### src/rtl/jt12_kon_pkg.sv
// -----------------------------------------------------------------------------
// jt12_kon_pkg
// Shared definitions for the key-on write scheduler:
//   - kon_state_e    : scheduler FSM state encoding (IDLE, WAIT)
//   - ENTRY_W        : width of one queued key-on entry {op_mask[3:0], ch[2:0]}
//   - commit-slot constants for the 6-channel and 3-channel variants
//   - invalid-channel masks (bit N set => channel code N is not a real channel)
// -----------------------------------------------------------------------------
package jt12_kon_pkg;

  localparam int ENTRY_W = 7;

  typedef enum logic {
    ST_IDLE = 1'b0,
    ST_WAIT = 1'b1
  } kon_state_e;

  // Slot at which the key-on block commits its staged value.
  localparam logic [1:0] COMMIT_OP     = 2'd3;
  localparam logic [2:0] COMMIT_CH_6CH = 3'd6;
  localparam logic [2:0] COMMIT_CH_3CH = 3'd2;

  // 6-channel parts skip codes 3 and 7; 3-channel parts only use codes 0..2.
  localparam logic [7:0] INVALID_MASK_6CH = 8'b1000_1000;
  localparam logic [7:0] INVALID_MASK_3CH = 8'b1111_1000;

  function automatic logic [7:0] invalid_mask(input int n_ch);
    return (n_ch == 3) ? INVALID_MASK_3CH : INVALID_MASK_6CH;
  endfunction

  function automatic logic [2:0] commit_ch(input int n_ch);
    return (n_ch == 3) ? COMMIT_CH_3CH : COMMIT_CH_6CH;
  endfunction

endpackage

### src/rtl/jt12_kon_fifo.sv
// -----------------------------------------------------------------------------
// jt12_kon_fifo
// DEPTH x WIDTH synchronous FIFO holding pending key-on entries.
// Ports:
//   clk, rst_n (async, active-low), clk_en (all state advances only when high)
//   push / din   : write an entry (accepted when not full, or when full and a
//                  pop happens in the same cycle)
//   pop          : remove the head entry (ignored when empty)
//   dout         : current head entry (valid while !empty)
//   empty, full  : occupancy flags
// Handshake: push/pop are single-cycle strobes qualified by clk_en; dout is
// the registered head, there is no push-to-dout bypass.
// -----------------------------------------------------------------------------
module jt12_kon_fifo
  import jt12_kon_pkg::*;
#(
  parameter int DEPTH = 4,
  parameter int WIDTH = ENTRY_W
) (
  input  logic             clk,
  input  logic             rst_n,
  input  logic             clk_en,
  input  logic             push,
  input  logic             pop,
  input  logic [WIDTH-1:0] din,
  output logic [WIDTH-1:0] dout,
  output logic             empty,
  output logic             full
);

  localparam int AW = (DEPTH > 1) ? $clog2(DEPTH) : 1;
  localparam logic [AW:0] PTR_ONE = {{AW{1'b0}}, 1'b1};

  logic [WIDTH-1:0] mem_q [DEPTH];
  // Pointers carry one extra wrap bit to tell full from empty.
  logic [AW:0]      wr_ptr_q, wr_ptr_d;
  logic [AW:0]      rd_ptr_q, rd_ptr_d;
  logic             push_ok;
  logic             pop_ok;

  assign empty = (wr_ptr_q == rd_ptr_q);
  assign full  = (wr_ptr_q[AW] != rd_ptr_q[AW]) &&
                 (wr_ptr_q[AW-1:0] == rd_ptr_q[AW-1:0]);

  assign pop_ok  = clk_en && pop && !empty;
  // A pop in the same cycle frees the slot the push needs.
  assign push_ok = clk_en && push && (!full || pop_ok);

  assign dout = mem_q[rd_ptr_q[AW-1:0]];

  always_comb begin
    wr_ptr_d = wr_ptr_q;
    rd_ptr_d = rd_ptr_q;
    if (push_ok) wr_ptr_d = wr_ptr_q + PTR_ONE;
    if (pop_ok)  rd_ptr_d = rd_ptr_q + PTR_ONE;
  end

  always_ff @(posedge clk or negedge rst_n) begin
    if (!rst_n) begin
      wr_ptr_q <= '0;
      rd_ptr_q <= '0;
    end else begin
      wr_ptr_q <= wr_ptr_d;
      rd_ptr_q <= rd_ptr_d;
    end
  end

  // Storage needs no reset: entries are only read between push and pop.
  always_ff @(posedge clk) begin
    if (push_ok) mem_q[wr_ptr_q[AW-1:0]] <= din;
  end

endmodule

### src/rtl/jt12_kon_sched.sv
// -----------------------------------------------------------------------------
// jt12_kon_sched
// Key-on write scheduler. Queues decoded register-0x28 writes and hands them
// to the key-on shift-register block at most once per slot frame, so that no
// staged key-on value is overwritten before its commit slot.
// Ports:
//   clk, rst_n (async, active-low), clk_en (state advances only when high)
//   wr_en, din[7:0]     : CPU write to 0x28; din[7:4] op mask, din[2:0] channel
//   next_op, next_ch    : slot counter position, used to detect the commit slot
//   clr_ovf             : clears the sticky overflow flag
//   keyon_op, keyon_ch  : entry being issued (held between pulses)
//   up_keyon            : one-clk_en-cycle issue pulse
//   busy                : queue non-empty or waiting for a commit
//   full                : queue holds depth entries
//   ovf                 : sticky, a valid write was dropped on a full queue
// Handshake: the consumer samples keyon_op/keyon_ch while up_keyon is high;
// the next pulse is held back until the commit slot has passed with
// up_keyon low, which guarantees the previous value was committed.
// -----------------------------------------------------------------------------
module jt12_kon_sched
  import jt12_kon_pkg::*;
#(
  parameter int num_ch = 6,
  parameter int depth  = 4
) (
  input  logic       clk,
  input  logic       rst_n,
  input  logic       clk_en,
  input  logic       wr_en,
  input  logic [7:0] din,
  input  logic [1:0] next_op,
  input  logic [2:0] next_ch,
  input  logic       clr_ovf,
  output logic [3:0] keyon_op,
  output logic [2:0] keyon_ch,
  output logic       up_keyon,
  output logic       busy,
  output logic       full,
  output logic       ovf
);

  localparam logic [7:0] INV_MASK = invalid_mask(num_ch);
  localparam logic [2:0] CMT_CH   = commit_ch(num_ch);

  kon_state_e          state_q, state_d;
  logic                up_keyon_q, up_keyon_d;
  logic [3:0]          keyon_op_q, keyon_op_d;
  logic [2:0]          keyon_ch_q, keyon_ch_d;
  logic                ovf_q, ovf_d;

  logic                wr_valid;
  logic                commit;
  logic                fifo_push;
  logic                fifo_pop;
  logic [ENTRY_W-1:0]  fifo_dout;
  logic                fifo_empty;
  logic                fifo_full;
  logic                drop;
  logic                din_unused;

  // din[3] is not part of the key-on command.
  assign din_unused = din[3];

  assign wr_valid = clk_en && wr_en && !INV_MASK[din[2:0]];
  assign commit   = (next_ch == CMT_CH) && (next_op == COMMIT_OP);

  assign fifo_push = wr_valid && (!fifo_full || fifo_pop);
  assign drop      = wr_valid && fifo_full && !fifo_pop;

  jt12_kon_fifo #(
    .DEPTH (depth),
    .WIDTH (ENTRY_W)
  ) u_fifo (
    .clk    (clk),
    .rst_n  (rst_n),
    .clk_en (clk_en),
    .push   (fifo_push),
    .pop    (fifo_pop),
    .din    ({din[7:4], din[2:0]}),
    .dout   (fifo_dout),
    .empty  (fifo_empty),
    .full   (fifo_full)
  );

  // Issue FSM. The pulse lasts exactly one clk_en cycle; in WAIT a commit
  // seen while the pulse is still high is ignored because the consumer is
  // still committing its previous staged value at that slot.
  always_comb begin
    state_d    = state_q;
    up_keyon_d = up_keyon_q;
    keyon_op_d = keyon_op_q;
    keyon_ch_d = keyon_ch_q;
    fifo_pop   = 1'b0;
    if (clk_en) begin
      up_keyon_d = 1'b0;
      case (state_q)
        ST_IDLE: begin
          if (!fifo_empty) begin
            fifo_pop   = 1'b1;
            up_keyon_d = 1'b1;
            keyon_op_d = fifo_dout[6:3];
            keyon_ch_d = fifo_dout[2:0];
            state_d    = ST_WAIT;
          end
        end
        ST_WAIT: begin
          if (commit && !up_keyon_q) begin
            if (!fifo_empty) begin
              fifo_pop   = 1'b1;
              up_keyon_d = 1'b1;
              keyon_op_d = fifo_dout[6:3];
              keyon_ch_d = fifo_dout[2:0];
            end else begin
              state_d = ST_IDLE;
            end
          end
        end
        default: state_d = ST_IDLE;
      endcase
    end
  end

  // Sticky overflow; a drop in the same cycle as a clear keeps it set.
  always_comb begin
    ovf_d = ovf_q;
    if (clk_en) begin
      if (clr_ovf) ovf_d = 1'b0;
      if (drop)    ovf_d = 1'b1;
    end
  end

  always_ff @(posedge clk or negedge rst_n) begin
    if (!rst_n) begin
      state_q    <= ST_IDLE;
      up_keyon_q <= 1'b0;
      keyon_op_q <= '0;
      keyon_ch_q <= '0;
      ovf_q      <= 1'b0;
    end else begin
      state_q    <= state_d;
      up_keyon_q <= up_keyon_d;
      keyon_op_q <= keyon_op_d;
      keyon_ch_q <= keyon_ch_d;
      ovf_q      <= ovf_d;
    end
  end

  assign keyon_op = keyon_op_q;
  assign keyon_ch = keyon_ch_q;
  assign up_keyon = up_keyon_q;
  assign ovf      = ovf_q;
  assign full     = fifo_full;
  assign busy     = !fifo_empty || (state_q == ST_WAIT);

endmodule

### config.mk
export PLATFORM = sky130hd
export DESIGN_NAME = jt12_kon_sched
export DESIGN_NICKNAME = d
export VERILOG_FILES = /design/src/rtl/jt12_kon_pkg.sv /design/src/rtl/jt12_kon_fifo.sv /design/src/rtl/jt12_kon_sched.sv
export SDC_FILE = /design/constraint.sdc
export NUM_CORES = 1
export LEC_CHECK = 0
export BUFFER_PORTS_ARGS = -buffer_cell sky130_fd_sc_hd__buf_4
export CAP_MARGIN = 40
export CORE_MARGIN = 4
export CORE_UTILIZATION = 25
export CTS_CLUSTER_DIAMETER = 80
export CTS_CLUSTER_SIZE = 16
export DETAILED_ROUTE_END_ITERATION = 10
export GPL_ROUTABILITY_DRIVEN = 1
export GPL_TIMING_DRIVEN = 0
export MAX_ROUTING_LAYER = met4
export PLACE_DENSITY = 0.48
export SLEW_MARGIN = 5
export SYNTH_ARGS = -nofsm -noshare
export SYNTH_HDL_FRONTEND = slang
export SYNTH_HIERARCHICAL = 1
export SYNTH_SLANG_ARGS = --single-unit
### constraint.sdc
create_clock -name clk -period 3 [get_ports clk]
set_input_delay 0.9 -clock clk [delete_from_list [all_inputs] [get_ports clk]]
set_output_delay 0.9 -clock clk [all_outputs]
set_load 0.1 [all_outputs]
==> out/metrics.yaml, run 1 <==
setup_path:
  crit_path_end_kind: "flip-flop"
  r2r_slack_ns: 0.16
  crit_path_start_kind: "flip-flop"
  path_class: "reg -> reg"
  required_ns: 3.04
  crit_top_cell: "inv_1"
  r2r_end: "u_fifo/mem_q[2][4]"
  crit_chain: "buf_8, xnor2_4, nand2_1, nor2_2, and4bb_1, a21oi_2, buf_6, inv_1, inv_1, a41oi_4, and2_2"
  slowest_delay_ns: 0.41
  r2r_start: "u_fifo/rd_ptr_q[0]"
  cp_slowest_cell: "dfrtp_1"
  cp_max_fo: 10
  reg2reg_depth: 11
  crit_arrival_ns: 2.88
route:
  ant_nets: 0
  finalWirelength_um: 3850
  drc: 0
  highest_layer: "met4"
  wl_met3_um: 122
  wl_per_cell_um: 15.2
  detail_route.first_pass.iterations: 4
  dr_wl_met2_um: 1920
  wl_met1_um: 1770
  drtIter0Drc: 45
  vias: 1075
  vias_per_cell: 4.25
pwr:
  pwr-share-clk: 0.186
  switching_share: 0.433
  p_leak_nw: 0.958
  seq_power_share: 0.340
  power_switching_mw: 1.09
  ir_worst_vdd_mv: 0.532
  power_density_nw_per_um2: 1020
  power.internal_mw: 1.43
  comb_power_share: 0.474
grt:
  first_global_vias: 1099
  antenna_found_initial: 0
  grt_max_degree: 17
  grt_pass1_wl_um: 6060
  overflow: 0
  grt_use_total: 0.0862
final_layout:
  drive_above_1_share: 0.437
  areaGrowthSynthToFinish_pct: 23.6
  multi_input_area_um2: 713
  num-nets-final: 173
  diodes: 0
  num-fill-cells: 755
  final_cells: 253
  utilization: 0.319
  ff_latch_area_um2: 1240
timing:
  max_freq_ghz: 0.352
  setup_viol: 0
  rsz0062_at_grt: "yes"
  clock_skew_ns: 0.00851
  period_share: 0.948
  worstMarginPinSlew_ns: 0.377
  hold_viol_final: 0
  fin_crit_ns: 2.84
  slew-limit-headroom: 0.745
  report.final.slew_viol_count: 0
yosys:
  ys_warn_count: 6
  async_reset_ff_frac: 0.364
  syn_avg_cell_area_um2: 17.4
  synth_common_cells: "28 x edfxtp_1, 16 x dfrtp_1, 7 x mux2_4, 7 x mux4_2"
  synthFlopType: "edfxtp_1"
  synth_area_um2: 2000
  yosysMostFrequentCell: "edfxtp_1"
  synthCells: 115
  yosys-top-cells-area: "edfxtp_1 42%, dfrtp_1 20%, mux4_2 7.9%"
  synth_area_leader_cell: "edfxtp_1"
  synth.ff_latch_count: 44
  synth_cell_types: 36
  synth_edf_count: 28
  syn_nets: 138
  ys_seq_area_frac: 0.622
  synth_top_area_share: 0.421
clock_tree:
  cts.path.max_buffers: 2
  cts_buffers: 5
  cts_htree_levels: 2
  clk_latency_ns: 0.30
  cts_tree: "yes"
  cts_sinks: 44
  clk_pin_slew_ns: 0.09
  post-cts-setup-buffer-count: 0
  cts-root-buf: "clkbuf_8"
  postCtsHoldBufs: 0
die:
  core_um2: 7730
  start_util: 0.258
  die_y_um: 97.4
  die-area_um2: 9480
  die_x_um: 97.4
  io_pins: 29
  std_cell_rows: 32
run_status:
  status: "completed"
placed_design:
  numPortBuffers: 27
  dp.cells: 245
  place.gp.congestion: 0.810
  dpl.hpwl_um: 2710
min_path:
  hp-class: "in -> async"
run:
  maxCapViolCount: 0
[worst max-delay path: cells and delay by family (launching register included)]
kind                   cells  cell delay [ns]
AND/OR/NAND/NOR            4             0.89
buffers and inverters      4             0.63
flip-flops                 1             0.41
AO/OA/AOI/OAI              2             0.39
XOR/XNOR                   1             0.25
[per-layer routing]
metal / vias to the layer above / global-route usage
met5: - / -
met4: 0 / 0.0309
met3: 4 / 0.0237
met2: 20 / 0.132
met1: 546 / 0.110
li1: 505 / -
[power by group through the flow]
stage          registers [mW]  clock network, mW  logic [mW]
6_report                0.856              0.468        1.19
5_1_grt                 0.874              0.508        1.27
4_1_cts                 0.854              0.483        1.19
3_5_place_dp            0.866                  0        1.18
3_3_place_gp            0.861                  0        1.16
2_1_floorplan            1.23                  0       0.576
[repair_timing]
action,CTS,global route
gates resized for setup,1,2
setup endpoints to repair,21,27
pin swaps,0,0
[worst max path at each step]
stage	from	cells after the start	slack (ns)	end
4_1_cts	u_fifo/rd_ptr_q[1]	11	0.03	u_fifo/mem_q[0][4]
3_3_place_gp	next_ch[0]	7	-0.19	u_fifo/mem_q[3][4]
2_1_floorplan	u_fifo/rd_ptr_q[1]	8	0.22	u_fifo/mem_q[0][0]
3_5_place_dp	u_fifo/rd_ptr_q[1]	11	-0.01	u_fifo/mem_q[0][2]
5_1_grt	u_fifo/rd_ptr_q[0]	11	-0.008	u_fifo/mem_q[2][3]
6_report	u_fifo/rd_ptr_q[0]	11	0.16	u_fifo/mem_q[2][4]
[area by class of cell]
type | instances | area share
timing repair buffer | 28 | 0.0852
inverter | 6 | 0.00913
sequential | 44 | 0.503
clock buffer | 5 | 0.0279
tap | 102 | 0.0517
clock inverter | 3 | 0.0188
multi-input combinational | 62 | 0.289
buffer | 3 | 0.0152
[logic make-up (layout without fill, tap and decap cells)]
family	count (synthesis)	count (layout)	synth area share
and+or+nand+nor	19	19	0.0576
adders and majority gates	5	5	0.0313
xor gates and xnor gates	8	8	0.0520
AOI/OAI and AO/OA	14	14	0.0645
DFF	44	44	0.622
muxes	16	16	0.143
buffers and inverters	9	45	0.0301
[sequential cells by signal, indices dropped and copies added, names as in the netlist]
name,cells
ovf,1
keyon_ch,3
u_fifo/rd_ptr_q,3
keyon_op,4
u_fifo/mem_q,28
up_keyon,1
u_fifo/wr_ptr_q,3
state_q,1
[through the flow]
| step | area [um2] | power (mW) | setup TNS [ns] | setup slack (ns) | hold slack (ns) |
|---|---|---|---|---|---|
| global route | 2470 | 2.65 | -0.0412 | -0.00770 | 0.454 |
| CTS | 2450 | 2.53 | 0 | 0.0345 | 0.457 |
| detailed placement | 2340 | 2.05 | -0.161 | -0.0125 | 0.489 |
| finish | 2470 | 2.52 | 0 | 0.157 | 0.458 |
| floorplan | 2000 | 1.80 | 0 | 0.216 | 0.499 |
| global placement | 2330 | 2.02 | -1.30 | -0.186 | 0.477 |
[cell usage in the layout, fill, tap and decap left out, types with 2 or more instances in the layout]
master,n
dfrtp_1,16
nand3_1,2
buf_6,2
and2_2,2
xnor2_1,2
clkbuf_8,5
edfxtp_1,28
xnor2_4,2
nand2_1,6
xor2_1,3
buf_4,28
nor2_2,2
ha_1,5
mux2_4,7
a41oi_1,2
a21boi_0,2
inv_1,6
mux4_2,7
o31ai_1,2
No activity file was read; power rests on OpenSTA's default activity.
==> inputs of run 2 (changes only) <==
--- a/config.mk
+++ b/config.mk
@@ -16,6 +16,7 @@
 export GPL_TIMING_DRIVEN = 0
 export MAX_ROUTING_LAYER = met4
 export PLACE_DENSITY = 0.48
+export REMOVE_ABC_BUFFERS = 1
 export SLEW_MARGIN = 5
 export SYNTH_ARGS = -nofsm -noshare
 export SYNTH_HDL_FRONTEND = slang
==> out/metrics.yaml, run 2 (synthesized netlist as in run 1, its figures left out) <==
timing:
  clock_skew_ns: 0.00420  # -0.00431 ns
  fin_ws_ns: 0.181  # +0.0232 ns
  hold_viol_final: 0  # unchanged
  setup_tns_ns: 0  # unchanged
  report.final.slew_viol_count: 0  # unchanged
  rsz0062_at_grt: "no"
  max_freq_ghz: 0.355  # +0.82%
  fin_crit_ns: 2.82  # -0.0232 ns
  setup_viol: 0  # unchanged
  slew-limit-headroom: 0.765  # +0.0196
  worstMarginPinSlew_ns: 0.353  # -0.0244 ns
  period_share: 0.940  # -0.00775
setup_path:
  cp-startpoint: "u_fifo/rd_ptr_q[0]"
  crit_path_start_kind: "flip-flop"
  reg2reg_depth: 9  # -2
  crit_arrival_ns: 1.92  # -0.96 ns
  path_class: "reg -> out"
  r2r_end: "u_fifo/mem_q[0][6]"
  required_ns: 2.10  # -0.94 ns
  crit_path_end_kind: "output port"
  r2r_start: "u_fifo/rd_ptr_q[0]"
  r2r_slack_ns: 0.25  # +0.09 ns
  cp_max_fo: 11  # +1
grt:
  first_global_vias: 1127  # +2.5%
  grt_use_total: 0.0864  # +0.000142
  antenna_found_initial: 0  # unchanged
  grt_max_degree: 17  # unchanged
  grt_pass1_wl_um: 6060  # unchanged
  overflow: 0  # unchanged
die:
  start_util: 0.258  # unchanged
  core_um2: 7730  # unchanged
  die_x_um: 97.4  # unchanged
  die-area_um2: 9480  # unchanged
  die_y_um: 97.4  # unchanged
  io_pins: 29  # unchanged
  std_cell_rows: 32  # unchanged
clock_tree:
  cts-root-buf: "clkbuf_8"
  clk_pin_slew_ns: 0.08  # about the same
  cts_buffers: 5  # unchanged
  postCtsHoldBufs: 0  # unchanged
  cts.path.max_buffers: 2  # unchanged
  cts_tree: "yes"
  clk_latency_ns: 0.29  # about the same
  cts_sinks: 44  # unchanged
  cts_htree_levels: 2  # unchanged
route:
  wl_per_cell_um: 14.8  # -2.6%
  drc: 0  # unchanged
  vias: 1076  # +0.093%
  drtIter0Drc: 66  # +47%
  ant_nets: 0  # unchanged
  detail_route.first_pass.iterations: 4  # unchanged
  finalWirelength_um: 3730  # -3.0%
  vias_per_cell: 4.27  # +0.49%
final_layout:
  stdcell_area_um2: 2450  # -0.81%
  mostFrequentLayoutCells: "30 x buf_4, 28 x edfxtp_1, 14 x dfrtp_1"
  num-nets-final: 172  # -0.58%
  drive_above_1_share: 0.427  # -0.0104
  mostFrequentLayoutCell: "buf_4"
  diodes: 0  # unchanged
  areaGrowthSynthToFinish_pct: 22.6
  largest_reg_flops: 28  # unchanged
pwr:
  p_leak_nw: 0.947  # -1.2%
  ir_worst_vdd_mv: 0.274  # -49%
  power_density_nw_per_um2: 1000  # -1.8%
placed_design:
  dpl_worst_slack_ns: -0.618  # -0.606 ns
  place_area_um2: 2300  # -1.7%
  place.gp.congestion: 0.738  # -8.9%
  dpl.hpwl_um: 2590  # -4.2%
  numPortBuffers: 27  # unchanged
run_status:
  status: "completed"
run:
  maxCapViolCount: 0  # unchanged
min_path:
  hp-class: "in -> async"
## run 2: changes by cell type in the layout (fill, tap and decap cells not counted), sizes merged
| cell | change |
|---|---|
| clkinvlp | -1 |
| inv | -1 |
| clkinv | +2 |
| buf | -1 |
## run 2: worst max-delay path by stage
stage / to / cells past startpoint / slack, ns
after floorplan: u_fifo/mem_q[0][0] / 7 / -0.44
after global placement: u_fifo/mem_q[3][2] / 8 / -0.68
after detailed placement: u_fifo/mem_q[0][6] / 9 / -0.62
after CTS: u_fifo/mem_q[0][4] / 9 / 0.02
after global routing: busy / 5 / 0.03
final: busy / 5 / 0.18
## run 2: per-layer routing
metal  wire (um)  vias to the layer above  global-route usage
li1            -                      505                   -
met1        1600                      536               0.103
met2        1950                       31               0.141
met3         155                        4              0.0294
met4          30                        0              0.0224
met5           0                        -                   -
## run 2: power by group
part | total, mW | switching (mW) | internal, mW
clock network | 0.446 | 0.200 | 0.247
registers | 0.933 | 0.175 | 0.758
logic | 1.07 | 0.683 | 0.389
## run 2: critical path, cell delays in order, from the launching register on
cell and delay (ns):
dfrtp_4 0.61, xnor2_4 0.29, nand2_1 0.11, nor2_1 0.28
nand2b_1 0.10, buf_4 0.24
## run 2: stage by stage
step           hold slack (ns)   util  total power, mW  instances
2_1_floorplan            0.499      -             1.76        112
3_3_place_gp             0.484  0.296             1.97        241
3_5_place_dp             0.494  0.297             2.00        242
4_1_cts                  0.464  0.316             2.48        252
5_1_grt                  0.461  0.317             2.58        252
6_report                 0.465  0.317             2.45        252
## run 2: cell type report
type / count / area (um2)
Clock buffer: 5 / 68.8
Clock inverter: 3 / 42.5
Fill cell: 757 / 5280
Inverter: 6 / 22.5
Multi-Input combinational cell: 62 / 714
Sequential cell: 44 / 1250
Tap cell: 102 / 128
Timing Repair Buffer: 30 / 225
## run 2: timing repair
item / in CTS / in global routing
endpoints found under the setup margin: 35 / 28
resized for setup: 3 / 2
buffers inserted: 2 / 0
pin swaps: 1 / 0
==> inputs of run 3 (changes only) <==
--- a/config.mk
+++ b/config.mk
@@ -5,6 +5,7 @@
 export SDC_FILE = /design/constraint.sdc
 export NUM_CORES = 1
 export LEC_CHECK = 0
+export ABC_AREA = 1
 export BUFFER_PORTS_ARGS = -buffer_cell sky130_fd_sc_hd__buf_4
 export CAP_MARGIN = 40
 export CORE_MARGIN = 4
==> out/metrics.yaml, run 3 <==
run_status:
  status: "completed"
setup_path:
  crit_arrival_ns: 1.92  # about the same
  required_ns: 2.10  # about the same
  slowest_delay_ns: 0.55  # -0.06 ns
  crit_path_end_kind: "output port"
  path_class: "reg -> out"
  cp_slowest_cell: "dfrtp_2"
  crit_chain: "inv_4, nand2_1, nand2_1, nand2_1, nor2_1, buf_6"
  crit_top_cell: "nand2_1"
  crit_path_start_kind: "flip-flop"
  cp_max_fo: 18  # +7
pwr:
  ir_worst_vdd_mv: 0.225  # -18%
  finalPower_mw: 2.06  # -16%
  p_leak_nw: 1.07  # +13%
  power_density_nw_per_um2: 852  # -15%
grt:
  first_global_vias: 1371  # +22%
  antenna_found_initial: 0  # unchanged
  grt_use_total: 0.0912  # +0.00481
  grt_pass1_wl_um: 6760  # +12%
  overflow: 0  # unchanged
  grt_max_degree: 19  # +2
yosys:
  synth_area_leader_cell: "edfxtp_1"
  synth_edf_count: 28  # unchanged
  synthCells: 190  # +65%
  synth_common_cells: "42 x nand2_1, 28 x edfxtp_1, 20 x inv_1, 20 x nor2_1, 16 x dfrtp_1"
  ys_warn_count: 6  # unchanged
  ys_seq_area_frac: 0.615  # -0.00617
  yosys-top-cells-area: "edfxtp_1 42%, dfrtp_1 20%, nand2_1 7.8%"
  syn_avg_cell_area_um2: 10.6  # -39%
  synth_top_area_share: 0.417  # -0.00418
  synthFlopType: "edfxtp_1"
  synth_area_um2: 2020  # +1.0%
  async_reset_ff_frac: 0.364  # unchanged
  yosysMostFrequentCell: "nand2_1"
  synth_cell_types: 22  # -39%
  synth.ff_latch_count: 44  # unchanged
final_layout:
  drive_above_1_share: 0.258  # -0.169
  largest_reg_flops: 28  # unchanged
  num-nets-final: 243  # +41%
  ff_latch_area_um2: 1240  # -0.30%
  mostFrequentLayoutCell: "nand2_1"
  utilization: 0.312  # -0.00518
  diodes: 0  # unchanged
  num-fill-cells: 817  # +7.9%
  areaGrowthSynthToFinish_pct: 20.0
  mostFrequentLayoutCells: "42 x nand2_1, 28 x edfxtp_1, 26 x buf_4"
  multi_input_area_um2: 671  # -6.1%
clock_tree:
  cts_buffers: 5  # unchanged
  postCtsHoldBufs: 0  # unchanged
  cts-root-buf: "clkbuf_8"
  cts_sinks: 44  # unchanged
  clk_latency_ns: 0.29  # about the same
  post-cts-setup-buffer-count: 0  # -2
  cts_tree: "yes"
  clk_pin_slew_ns: 0.08  # about the same
  cts_htree_levels: 2  # unchanged
  cts.path.max_buffers: 2  # unchanged
timing:
  report.final.slew_viol_count: 0  # unchanged
  setup_viol: 0  # unchanged
  max_freq_ghz: 0.355  # about the same
  fin_ws_ns: 0.180  # -0.000922 ns
  setup_tns_ns: 0  # unchanged
  worstMarginPinSlew_ns: 0.452  # +0.0992 ns
  slew-limit-headroom: 0.698  # -0.0665
  fin_crit_ns: 2.82  # +0.000922 ns
  period_share: 0.940  # about the same
  whs_ns: 0.457  # -0.00774 ns
  rsz0062_at_grt: "yes"
  hold_viol_final: 0  # unchanged
  clock_skew_ns: 0.00234  # -0.00186 ns
route:
  finalWirelength_um: 3950  # +5.8%
  vias: 1326  # +23%
  drtIter0Drc: 102  # +55%
  drc: 0  # unchanged
  wl_per_cell_um: 12.2  # -17%
  vias_per_cell: 4.11  # -3.9%
  detail_route.first_pass.iterations: 4  # unchanged
  ant_nets: 0  # unchanged
placed_design:
  place.gp.congestion: 0.703  # -4.7%
  dpl_worst_slack_ns: -0.330  # +0.288 ns
  dpl.hpwl_um: 2730  # +5.4%
  numPortBuffers: 27  # unchanged
run:
  maxCapViolCount: 0  # unchanged
min_path:
  hp-class: "in -> async"
die:
  std_cell_rows: 32  # unchanged
  start_util: 0.260  # +0.00125
  die-area_um2: 9570  # +0.92%
  io_pins: 29  # unchanged
  core_um2: 7770  # +0.52%
  die_x_um: 97.8  # +0.46%
  die_y_um: 97.8  # +0.46%
-- run 3: changes by cell type after synthesis, moves of 4 or more --
cell,previous run,this run
nand2_1,6,42
nor2_1,2,20
inv_1,6,20
o21ai_0,1,14
nand3_1,2,14
mux2_4,7,0
mux4_2,7,0
o22ai_1,0,7
nand2_2,0,4
-- run 3: layout make-up --
cell class | instances | area share
clock buffers | 5 | 0.0284
clock inverters | 3 | 0.00776
inverters | 22 | 0.0352
multi-input cells | 120 | 0.277
flip-flops and latches | 44 | 0.513
well taps | 102 | 0.0527
repair buffers | 27 | 0.0853
-- run 3: worst max-delay path: cells and delay by family, from the launching register on --
| family | cells | cell delay [ns] |
|---|---|---|
| AND/OR/NAND/NOR | 4 | 0.58 |
| flip-flops | 1 | 0.55 |
| buffers and inverters | 2 | 0.49 |
-- run 3: worst paths after layout --
kind                                    start                  to  slack [ns]  depth (start not counted)
min                                     rst_n         keyon_op[1]        0.46                          1
max                        u_fifo/rd_ptr_q[0]                full        0.18                          6
max in group asynchronous               rst_n  u_fifo/rd_ptr_q[0]        2.33                          1
min reg2reg                       keyon_ch[0]         keyon_ch[0]        0.48                          2
max reg2reg                u_fifo/rd_ptr_q[0]  u_fifo/mem_q[3][4]        0.25                         12
min in group clk                  keyon_ch[0]         keyon_ch[0]        0.48                          2
-- run 3: stage by stage --
stage	std cells	area, um2
2_1_floorplan	186	1980
3_3_place_gp	315	2310
3_5_place_dp	315	2310
4_1_cts	323	2420
5_1_grt	323	2420
6_report	323	2420
-- run 3: cells by family after synthesis --
group	count (synthesis)	share of synthesized area
fa+ha+maj	5	0.0310
simple gates	90	0.215
buf+inv	26	0.0571
flops	44	0.615
xor+xnor	3	0.0168
compound gates	22	0.0645
-- run 3: metal layers --
metal / routed length (um) / share of wire / GRT usage
met5: 0 / 0 / -
met4: 19 / 0.0048 / 0.0234
met3: 207 / 0.052 / 0.0343
met2: 1870 / 0.47 / 0.141
met1: 1850 / 0.47 / 0.112
-- run 3: repair_timing --
item | 4_1_cts | 5_1_grt
resized for setup | 6 | 1
pin swaps | 0 | 0
endpoints found under the setup margin | 30 | 22
-- run 3: report_power, final --
| group | internal, mW | total, mW | switching (mW) |
|---|---|---|---|
| logic | 0.214 | 0.875 | 0.662 |
| clock network | 0.162 | 0.364 | 0.202 |
| registers | 0.735 | 0.823 | 0.0875 |
